`config.mk`:
```
export PLATFORM = sky130hd
export DESIGN_NAME = nvme_ss_frame_shifter
export DESIGN_NICKNAME = d
export VERILOG_FILES = /design/src/rtl/nvme_ss_pkg.sv /design/src/rtl/nvme_ss_rx_check.sv /design/src/rtl/nvme_ss_frame_shifter.sv
export SDC_FILE = /design/constraint.sdc
export NUM_CORES = 1
export LEC_CHECK = 0
export ABC_CLOCK_PERIOD_IN_PS = 2150
export CELL_PAD_IN_SITES_DETAIL_PLACEMENT = 0
export CELL_PAD_IN_SITES_GLOBAL_PLACEMENT = 1
export CORE_UTILIZATION = 49
export CTS_CLUSTER_SIZE = 40
export DETAILED_ROUTE_END_ITERATION = 8
export DONT_BUFFER_PORTS = 1
export HOLD_SLACK_MARGIN = 0.08
export PLACE_DENSITY = 0.78
export REMOVE_ABC_BUFFERS = 1
export SYNTH_ARGS = -nofsm -noshare
export SYNTH_HDL_FRONTEND = slang
export SYNTH_HIERARCHICAL = 1
export SYNTH_SLANG_ARGS = --single-unit
export TNS_END_PERCENT = 100
```
`constraint.sdc`:
```
create_clock -name AROC_SS_CLK -period 2.15 [get_ports AROC_SS_CLK]
set_input_delay 0.43 -clock AROC_SS_CLK [delete_from_list [all_inputs] [get_ports AROC_SS_CLK]]
set_output_delay 0.43 -clock AROC_SS_CLK [all_outputs]
set_load 0.1 [all_outputs]
```
`src/rtl/nvme_ss_pkg.sv`:
```
// Shared types and constants for the sideband ID/status frame shifter.
package nvme_ss_pkg;

    // Shifter sequencing: parallel load, serial shift, wait for host re-arm
    typedef enum logic [1:0] {
        LOAD  = 2'd0,
        SHIFT = 2'd1,
        DONE  = 2'd2
    } ss_state_t;

    // Default sync header (sent MSB-first) and line level between frames
    localparam int unsigned DEF_HDR_VAL    = 32'b1010;
    localparam logic        DEF_IDLE_LEVEL = 1'b0;

    // Total serial frame length: header + payload + optional parity bit
    function automatic int frame_len(input int hdr_w, input int d, input int parity_en);
        return hdr_w + d + ((parity_en != 0) ? 1 : 0);
    endfunction

endpackage

```
`src/rtl/nvme_ss_rx_check.sv`:
```
// Receive side: deserialises the returned frame and checks header and parity.
// The shifter tells it when a bit ends (sample_en) and when the last bit of
// a frame ends (frame_end); the final bit is taken directly from dati so the
// result lands on the same edge that closes the frame.
module nvme_ss_rx_check
    import nvme_ss_pkg::*;
#(
    parameter int          D         = 4,
    parameter int          HDR_W     = 4,
    parameter int unsigned HDR_VAL   = DEF_HDR_VAL,
    parameter int          PARITY_EN = 1
) (
    input  logic         clk,
    input  logic         rst_n,
    input  logic         sample_en,
    input  logic         frame_end,
    input  logic         dati,
    output logic [D-1:0] rx_data,
    output logic         rx_valid,
    output logic         rx_hdr_ok,
    output logic         rx_par_ok
);

    localparam int          F        = frame_len(HDR_W, D, PARITY_EN);
    localparam int          PAR_W    = (PARITY_EN != 0) ? 1 : 0;
    localparam logic [31:0] HDR_BITS = 32'(HDR_VAL);

    logic [F-1:0] rx_sr;
    logic [F-1:0] rx_frame;
    logic [D-1:0] rx_payload;
    logic         hdr_match;
    logic         par_match;

    // The frame as it stands once the bit currently on the line is included
    assign rx_frame   = F'({rx_sr, dati});
    assign rx_payload = rx_frame[PAR_W +: D];

    generate
        if (HDR_W > 0) begin : g_hdr
            assign hdr_match = (rx_frame[F-1 -: HDR_W] == HDR_BITS[HDR_W-1:0]);
        end else begin : g_no_hdr
            assign hdr_match = 1'b1;
        end

        if (PARITY_EN != 0) begin : g_par
            assign par_match = ((^rx_payload) == rx_frame[0]);
        end else begin : g_no_par
            assign par_match = 1'b1;
        end
    endgenerate

    // Shift in returned bits and publish the checked payload at frame end
    always_ff @(posedge clk or negedge rst_n) begin
        if (!rst_n) begin
            rx_sr     <= '0;
            rx_data   <= '0;
            rx_valid  <= 1'b0;
            rx_hdr_ok <= 1'b0;
            rx_par_ok <= 1'b0;
        end else begin
            rx_valid <= frame_end;
            if (sample_en) begin
                rx_sr <= rx_frame;
            end
            if (frame_end) begin
                rx_data   <= rx_payload;
                rx_hdr_ok <= hdr_match;
                rx_par_ok <= par_match;
            end
        end
    end

endmodule

```
`src/rtl/nvme_ss_frame_shifter.sv`:
```
// Framed ID/status serial shifter for the host sideband link.
// Loads NUM_CH x BITS_PER_CH strap/status bits, sends them MSB-first behind a
// sync header with optional even parity, and checks the frame returned on
// AROC_SS_DATI in lock-step. With CONTINUOUS set, frames repeat back-to-back
// (re-sampling ROC_ID at each frame boundary) until AROC_SS_LD_N drops.
module nvme_ss_frame_shifter
    import nvme_ss_pkg::*;
#(
    parameter int          NUM_CH      = 1,
    parameter int          BITS_PER_CH = 4,
    parameter int          HDR_W       = 4,
    parameter int unsigned HDR_VAL     = DEF_HDR_VAL,
    parameter int          PARITY_EN   = 1,
    parameter int          CONTINUOUS  = 0,
    parameter logic        IDLE_LEVEL  = DEF_IDLE_LEVEL
) (
    input  logic                          AROC_SS_CLK,
    input  logic                          PGD_AROC,
    input  logic [NUM_CH*BITS_PER_CH-1:0] ROC_ID,
    input  logic                          AROC_SS_LD_N,
    input  logic                          AROC_SS_DATI,
    output logic                          AROC_SS_DATO,
    output logic [NUM_CH*BITS_PER_CH-1:0] RX_DATA,
    output logic                          RX_VALID,
    output logic                          RX_HDR_OK,
    output logic                          RX_PAR_OK,
    output logic [7:0]                    FRAME_CNT
);

    localparam int          D        = NUM_CH * BITS_PER_CH;
    localparam int          F        = frame_len(HDR_W, D, PARITY_EN);
    localparam int          PAR_W    = (PARITY_EN != 0) ? 1 : 0;
    localparam int          CW       = $clog2(F + 1);
    localparam logic [31:0] HDR_BITS = 32'(HDR_VAL);

    ss_state_t        state;
    ss_state_t        state_nxt;
    logic [F-1:0]     tx_sr;
    logic [F-1:0]     tx_sr_nxt;
    logic [F-1:0]     frame_word;
    logic [D+PAR_W-1:0] body;
    logic [CW-1:0]    cnt;
    logic [CW-1:0]    cnt_nxt;
    logic             dato_nxt;
    logic [7:0]       frame_cnt_nxt;
    logic             sample_en;
    logic             frame_end;

    // Assemble {header, payload, parity} from the live straps
    generate
        if (PARITY_EN != 0) begin : g_body_par
            assign body = {ROC_ID, ^ROC_ID};
        end else begin : g_body_no_par
            assign body = ROC_ID;
        end

        if (HDR_W > 0) begin : g_frame_hdr
            assign frame_word = {HDR_BITS[HDR_W-1:0], body};
        end else begin : g_frame_no_hdr
            assign frame_word = body;
        end
    endgenerate

    // Next-state and datapath decode; cnt counts bits already driven this frame
    always_comb begin
        state_nxt     = state;
        tx_sr_nxt     = tx_sr;
        cnt_nxt       = cnt;
        dato_nxt      = IDLE_LEVEL;
        frame_cnt_nxt = FRAME_CNT;
        sample_en     = 1'b0;
        frame_end     = 1'b0;

        unique case (state)
            LOAD: begin
                tx_sr_nxt = frame_word;
                cnt_nxt   = '0;
                if (AROC_SS_LD_N) begin
                    state_nxt = SHIFT;
                    dato_nxt  = frame_word[F-1];
                    tx_sr_nxt = frame_word << 1;
                    cnt_nxt   = CW'(1);
                end
            end

            SHIFT: begin
                if (!AROC_SS_LD_N) begin
                    // Host abort: drop the partial frame without reporting it
                    state_nxt = LOAD;
                    cnt_nxt   = '0;
                end else begin
                    sample_en = 1'b1;
                    if (cnt == CW'(F)) begin
                        frame_end     = 1'b1;
                        frame_cnt_nxt = FRAME_CNT + 8'd1;
                        if (CONTINUOUS != 0) begin
                            dato_nxt  = frame_word[F-1];
                            tx_sr_nxt = frame_word << 1;
                            cnt_nxt   = CW'(1);
                        end else begin
                            state_nxt = DONE;
                            cnt_nxt   = '0;
                        end
                    end else begin
                        dato_nxt  = tx_sr[F-1];
                        tx_sr_nxt = tx_sr << 1;
                        cnt_nxt   = cnt + CW'(1);
                    end
                end
            end

            DONE: begin
                if (!AROC_SS_LD_N) begin
                    state_nxt = LOAD;
                end
            end

            default: begin
                state_nxt = LOAD;
            end
        endcase
    end

    // State, shift register, bit counter, serial output and frame counter
    always_ff @(posedge AROC_SS_CLK or negedge PGD_AROC) begin
        if (!PGD_AROC) begin
            state        <= LOAD;
            tx_sr        <= '0;
            cnt          <= '0;
            AROC_SS_DATO <= IDLE_LEVEL;
            FRAME_CNT    <= 8'd0;
        end else begin
            state        <= state_nxt;
            tx_sr        <= tx_sr_nxt;
            cnt          <= cnt_nxt;
            AROC_SS_DATO <= dato_nxt;
            FRAME_CNT    <= frame_cnt_nxt;
        end
    end

    nvme_ss_rx_check #(
        .D         (D),
        .HDR_W     (HDR_W),
        .HDR_VAL   (HDR_VAL),
        .PARITY_EN (PARITY_EN)
    ) u_rx_check (
        .clk       (AROC_SS_CLK),
        .rst_n     (PGD_AROC),
        .sample_en (sample_en),
        .frame_end (frame_end),
        .dati      (AROC_SS_DATI),
        .rx_data   (RX_DATA),
        .rx_valid  (RX_VALID),
        .rx_hdr_ok (RX_HDR_OK),
        .rx_par_ok (RX_PAR_OK)
    );

endmodule

```
==> After elaboration in Yosys (flattened, before gate mapping) <==
Cells that the tools add are included.
W data, S select, Z words.
{ "op_classes": {"n_reduce_logical": 7, "add_sub_neg": 2, "mux": 21, "eq_ne": 10} }
{ "op_table": {"columns": ["cell", "count"], "rows": [
  ["$mux W9", 3],
  ["$pmux W9 S2", 1],
  ["$reduce_and A3 Y1", 3],
  ["$add A8 B1 Y8 const B", 1],
  ["$eq A4 B4 Y1 const B", 2],
  ["$mux W1", 8],
  ["$mux W2", 4],
  ["$mux W4", 2],
  ["$ne A2 B2 Y1 const B", 4],
  ["$pmux W4 S2", 1],
  ["$reduce_xor A4 Y1", 2],
  ["$pmux W2 S3", 1],
  ["$add A4 B1 Y4 const B", 1],
  ["$ne A3 B3 Y1 const B", 1],
  ["$eq A2 B1 Y1 const B", 1],
  ["$eq A2 B2 Y1 const B", 1],
  ["$logic_not A2 Y1", 1],
  ["$pmux W1 S2", 1],
  ["$reduce_bool A2 Y1", 1],
  ["$eq A1 B1 Y1", 1]
]} }
{ "totals": {"ff_bits": 39, "output_inout_bits": 16, "inputBits": 8, "elab_cells": 50} }

==> Longest topological paths before layout <==
{ "logic_depth": {"depth_word": 4, "depth_mapped": 7, "ltp_nobuf": 6} }

==> Cells and area by module <==
Netlist, hierarchy kept.
{ "modules_own_cells": {"columns": ["mod", "area_per_inst_um2", "seq_area_each_um2", "n_inst", "cells_each"], "rows": [
  ["nvme_ss_frame_shifter", 1229.9, 600.6, 1, 120],
  ["nvme_ss_rx_check", 598.1, 375.4, 1, 36]
]} }

==> Least setup slack after synthesis <==
Ideal clock, no wire load.
{ "synth_path": {"path_type": "reg-to-reg", "from": "register FRAME_CNT[0]", "to": "register FRAME_CNT[5]", "synth_period_minus_slack_ns": 1.729, "t_arrival_ns": 1.571, "setup_slack_ns": 0.421, "setup_ns": 0.158, "t_required_ns": 1.992, "n_path_buf": 0, "stages_incl_launch_ff": 5, "path_cell_list": "dfrtp_1 nand2_1 nor3_2 nand4_1 xnor2_1"} }
{ "synth_via": {"elab_chain_cells": 1} }
{ "synth_lines": {"columns": ["element", "line", "rtl"], "rows": [
  ["from (decl)", "nvme_ss_frame_shifter.sv:27", "output logic [7:0] FRAME_CNT"],
  ["from (signal assigned)", "nvme_ss_frame_shifter.sv:137", "FRAME_CNT <= frame_cnt_nxt;"],
  ["$add A8 B1 Y8", "nvme_ss_frame_shifter.sv:95", "frame_cnt_nxt = FRAME_CNT + 8'd1;"]
]} }
Every way passes these cells.
A chain may end at the register's enable or synchronous reset.

==> Worst setup path after layout <==
{ "layout_path": {"from": "register cnt[1]", "to": "register FRAME_CNT[1]"} }
{ "layout_via": {"elab_chain_cells": 2} }
{ "layout_lines": {"columns": ["element", "line", "rtl"], "rows": [
  ["from (decl)", "nvme_ss_frame_shifter.sv:42", "logic [CW-1:0] cnt;"],
  ["from (signal assigned)", "nvme_ss_frame_shifter.sv:135", "cnt <= cnt_nxt;"],
  ["$eq A4 B4 Y1", "nvme_ss_frame_shifter.sv:93", "if (cnt == CW'(F)) begin"],
  ["$reduce_and A3 Y1 (no source line)", null, null]
]} }
Every way passes these cells.

==> impl_results.md <==
* Outcome: complete, no violations
* Antenna viol nets, final at 0
* Row cnt at 21
* Cts bufs inserted at 5
* RR Endpoint: FRAME_CNT[1]$_DFFE_PN0P_
* GP Congestion at 0.693
* WP data required at 2330 ps
* GRT Residual Overflow at 0
* TritonCTS sink count at 39
* Hold depth at 1
* Setup crit end kind: flip-flop
* Initial Util at 0.531
* Worst Hold Margin at 250 ps
* Worst slew pin tran at 892 ps
* Syn Inst Count at 156
* Yosys warns at 6
* Synth top cells by count: dfrtp_1 (39), nand2_1 (16), mux2_2 (14), nor2_1 (9), xnor2_1 (9)
* Top-count cell post-synth: dfrtp_1
* Largest net degree at the start of global routing at 40
* RSZ-0062 raised after global routing: false
* Hold Path Sink: tx_sr[8]$_DFFE_PN0P_
* Ports at 24
* Width of the die at 63.1 um
* Sum Neg Setup Slack at 0 ps
* Setup bufs post-CTS at 0
* P_leak at 0.967 nW
* # diodes at 0
* Crit Path Category: flip-flop to flip-flop
* Post-Syn Area at 1830 sq um
* VDD IR max at 0.000358 V
* Area leader, netlist: dfrtp_1
* Number of global-route vias before repair at 1,153
* Htree depth at 2
* Die Area at 3980 sq um
* Max FO, Critical Path at 13
* Top_reg_cell synth: dfrtp_1
* Hold_buf cts at 2
* Initial antenna violation count at 0
* CP arrival at 1850 ps
* R2R Path Start: cnt[1]$_DFFE_PN0P_
* R2R setup slack at 470 ps
* Worst-Skew Late Latency at 290 ps
* Iter 0 DRT Violations at 59
* Final Critical Period at 1680 ps
* Worst reg-to-reg path cell count at 5
* Inst Count DP at 206
* Share of the synthesized area in the top cell type at 0.534
* Nets at 180
* PwrDens at 910 nW/um^2
* CTS tree: yes
* Asr flop ratio synth at 1.00
* Share of cells above drive strength 1 at 0.241
* Crit path setup slack, layout at 474 ps
* DP Worst Slack at 455 ps
* Area grow syn2layout at 11.7%
* Gr usage total at 0.172
* Worst min-delay path class: input pin to flip-flop
* EDFF count, synth at 0
* Period Utilization, post-route at 0.780
* Fin util at 0.593
* Synth area leaders: dfrtp_1 (53%), mux2_2 (8.6%), xnor2_1 (4.3%)
* Die H at 63.1 um
* Max Clk Rate at 0.597 GHz
* Core footprint at 3440 sq um
* Avg Synthesized Cell Area at 11.7 sq um
* Vias/cell at 5.44
* Average wire per standard cell at 13.9 um
* Layout Skew at 5.84 ps
* DRC Markers at 0
* Post-cts sizing count at 0
* Port Buffers at 0
* #FFs+latches synth at 39
* Crit path launch type: flip-flop
* Number of max-cap violations at 0
* Detailed placer's ending HPWL at 2110 um
* CTS Buffer Depth at 2
* Seq/Total Area, Yosys at 0.534
* Slew margin rel. at 0.406
* Routed wire length at 3000 um
* Root Buffer: clkbuf_8
* Setup violators final at 0
* Slew Limit Fails at 0
* 1st-pass router iterations at 4
* Hold_sp: AROC_SS_LD_N
* Cell variety after synth at 40
* Fin cells at 216
* Final hold violation count at 0
* Vias post-DR at 1,175
* Worst-path clk slew at 80 ps
* First-pass GRT wire length at 5360 um
-- layer usage --
metal,track usage,share of wire,vias up,routed length [um]
met5,0,0,-,0
met4,0.0698,0.019,0,58
met3,0.0562,0.048,7,144
met2,0.284,0.49,28,1470
met1,0.206,0.44,575,1330
li1,-,-,565,-
-- per-stage QoR --
stage | total power, W | area, sq um
after floorplan | 0.00129 | 1790
after global routing | 0.00196 | 2040
after global placement | 0.00135 | 1930
after CTS | 0.00188 | 2040
after detailed placement | 0.00138 | 1930
final | 0.00186 | 2040
-- flip-flops by register name, summed over array words and instances (netlist names) --
signal,flops
u_rx_check/rx_hdr_ok,1
u_rx_check/rx_par_ok,1
u_rx_check/rx_valid,1
FRAME_CNT,8
state,2
AROC_SS_DATO,1
cnt,4
tx_sr,9
u_rx_check/rx_sr,8
u_rx_check/rx_data,4
-- layout make-up --
type	instances	area, sq um
multi-input combinational	105	792
clock inverter	2	12.5
tap	46	57.6
sequential	39	976
timing repair buffer	13	113
clock buffer	6	72.6
fill	287	1400
inverter	5	18.8
-- cells by family after synthesis --
family / count (synthesis) / synth area share
XOR/XNOR: 13 / 0.0739
AO/OA/AOI/OAI: 22 / 0.0767
buffers and inverters: 12 / 0.0329
AND/OR/NAND/NOR: 50 / 0.159
adder cells (fa/ha/maj): 3 / 0.0205
multiplexers: 17 / 0.103
flip-flops: 39 / 0.534
-- worst max-delay path by stage --
| stage | from | end | slack [ps] | cells past startpoint |
|---|---|---|---|---|
| after floorplan | FRAME_CNT[0]$_DFFE_PN0P_ | FRAME_CNT[5]$_DFFE_PN0P_ | 420 | 4 |
| after global placement | cnt[1]$_DFFE_PN0P_ | u_rx_check/rx_data[1]$_DFFE_PN0P_ | 530 | 5 |
| after detailed placement | cnt[1]$_DFFE_PN0P_ | FRAME_CNT[1]$_DFFE_PN0P_ | 460 | 5 |
| after CTS | cnt[1]$_DFFE_PN0P_ | FRAME_CNT[1]$_DFFE_PN0P_ | 440 | 5 |
| after global routing | cnt[1]$_DFFE_PN0P_ | FRAME_CNT[1]$_DFFE_PN0P_ | 370 | 5 |
| final | cnt[1]$_DFFE_PN0P_ | FRAME_CNT[1]$_DFFE_PN0P_ | 470 | 5 |
-- report_power, final --
part	switching, W	internal [W]	leakage (nW)
Sequential	0.000110	0.000865	0.507
Combinational	0.000188	0.000214	0.418
Clock	0.000255	0.000227	0.0412
Total	0.000553	0.00131	0.967
-- worst max-delay path: stages, from the launching register on --
cell,delay [ps]
dfrtp_1,390
inv_1,80
ha_1,160
nand3b_1,200
nor2_4,360
mux2_2,380
-- cells in the final DEF (no fill, tap or decap), types with 2 or more instances in the layout --
cell type / instances
nand3_2: 2
o21ai_0: 7
dfrtp_1: 39
ha_1: 3
nand3_1: 5
mux2_2: 14
nand2_1: 16
nand4_1: 2
xnor2_1: 9
nor2_1: 9
mux2i_1: 3
nand3b_1: 2
xor2_1: 2
nor3_1: 2
a31oi_1: 2
o22ai_1: 2
buf_4: 11
nand2b_1: 2
inv_1: 5
clkbuf_8: 5
a21oi_1: 4
a41oi_1: 2
Power figures use the tool's default switching activity.
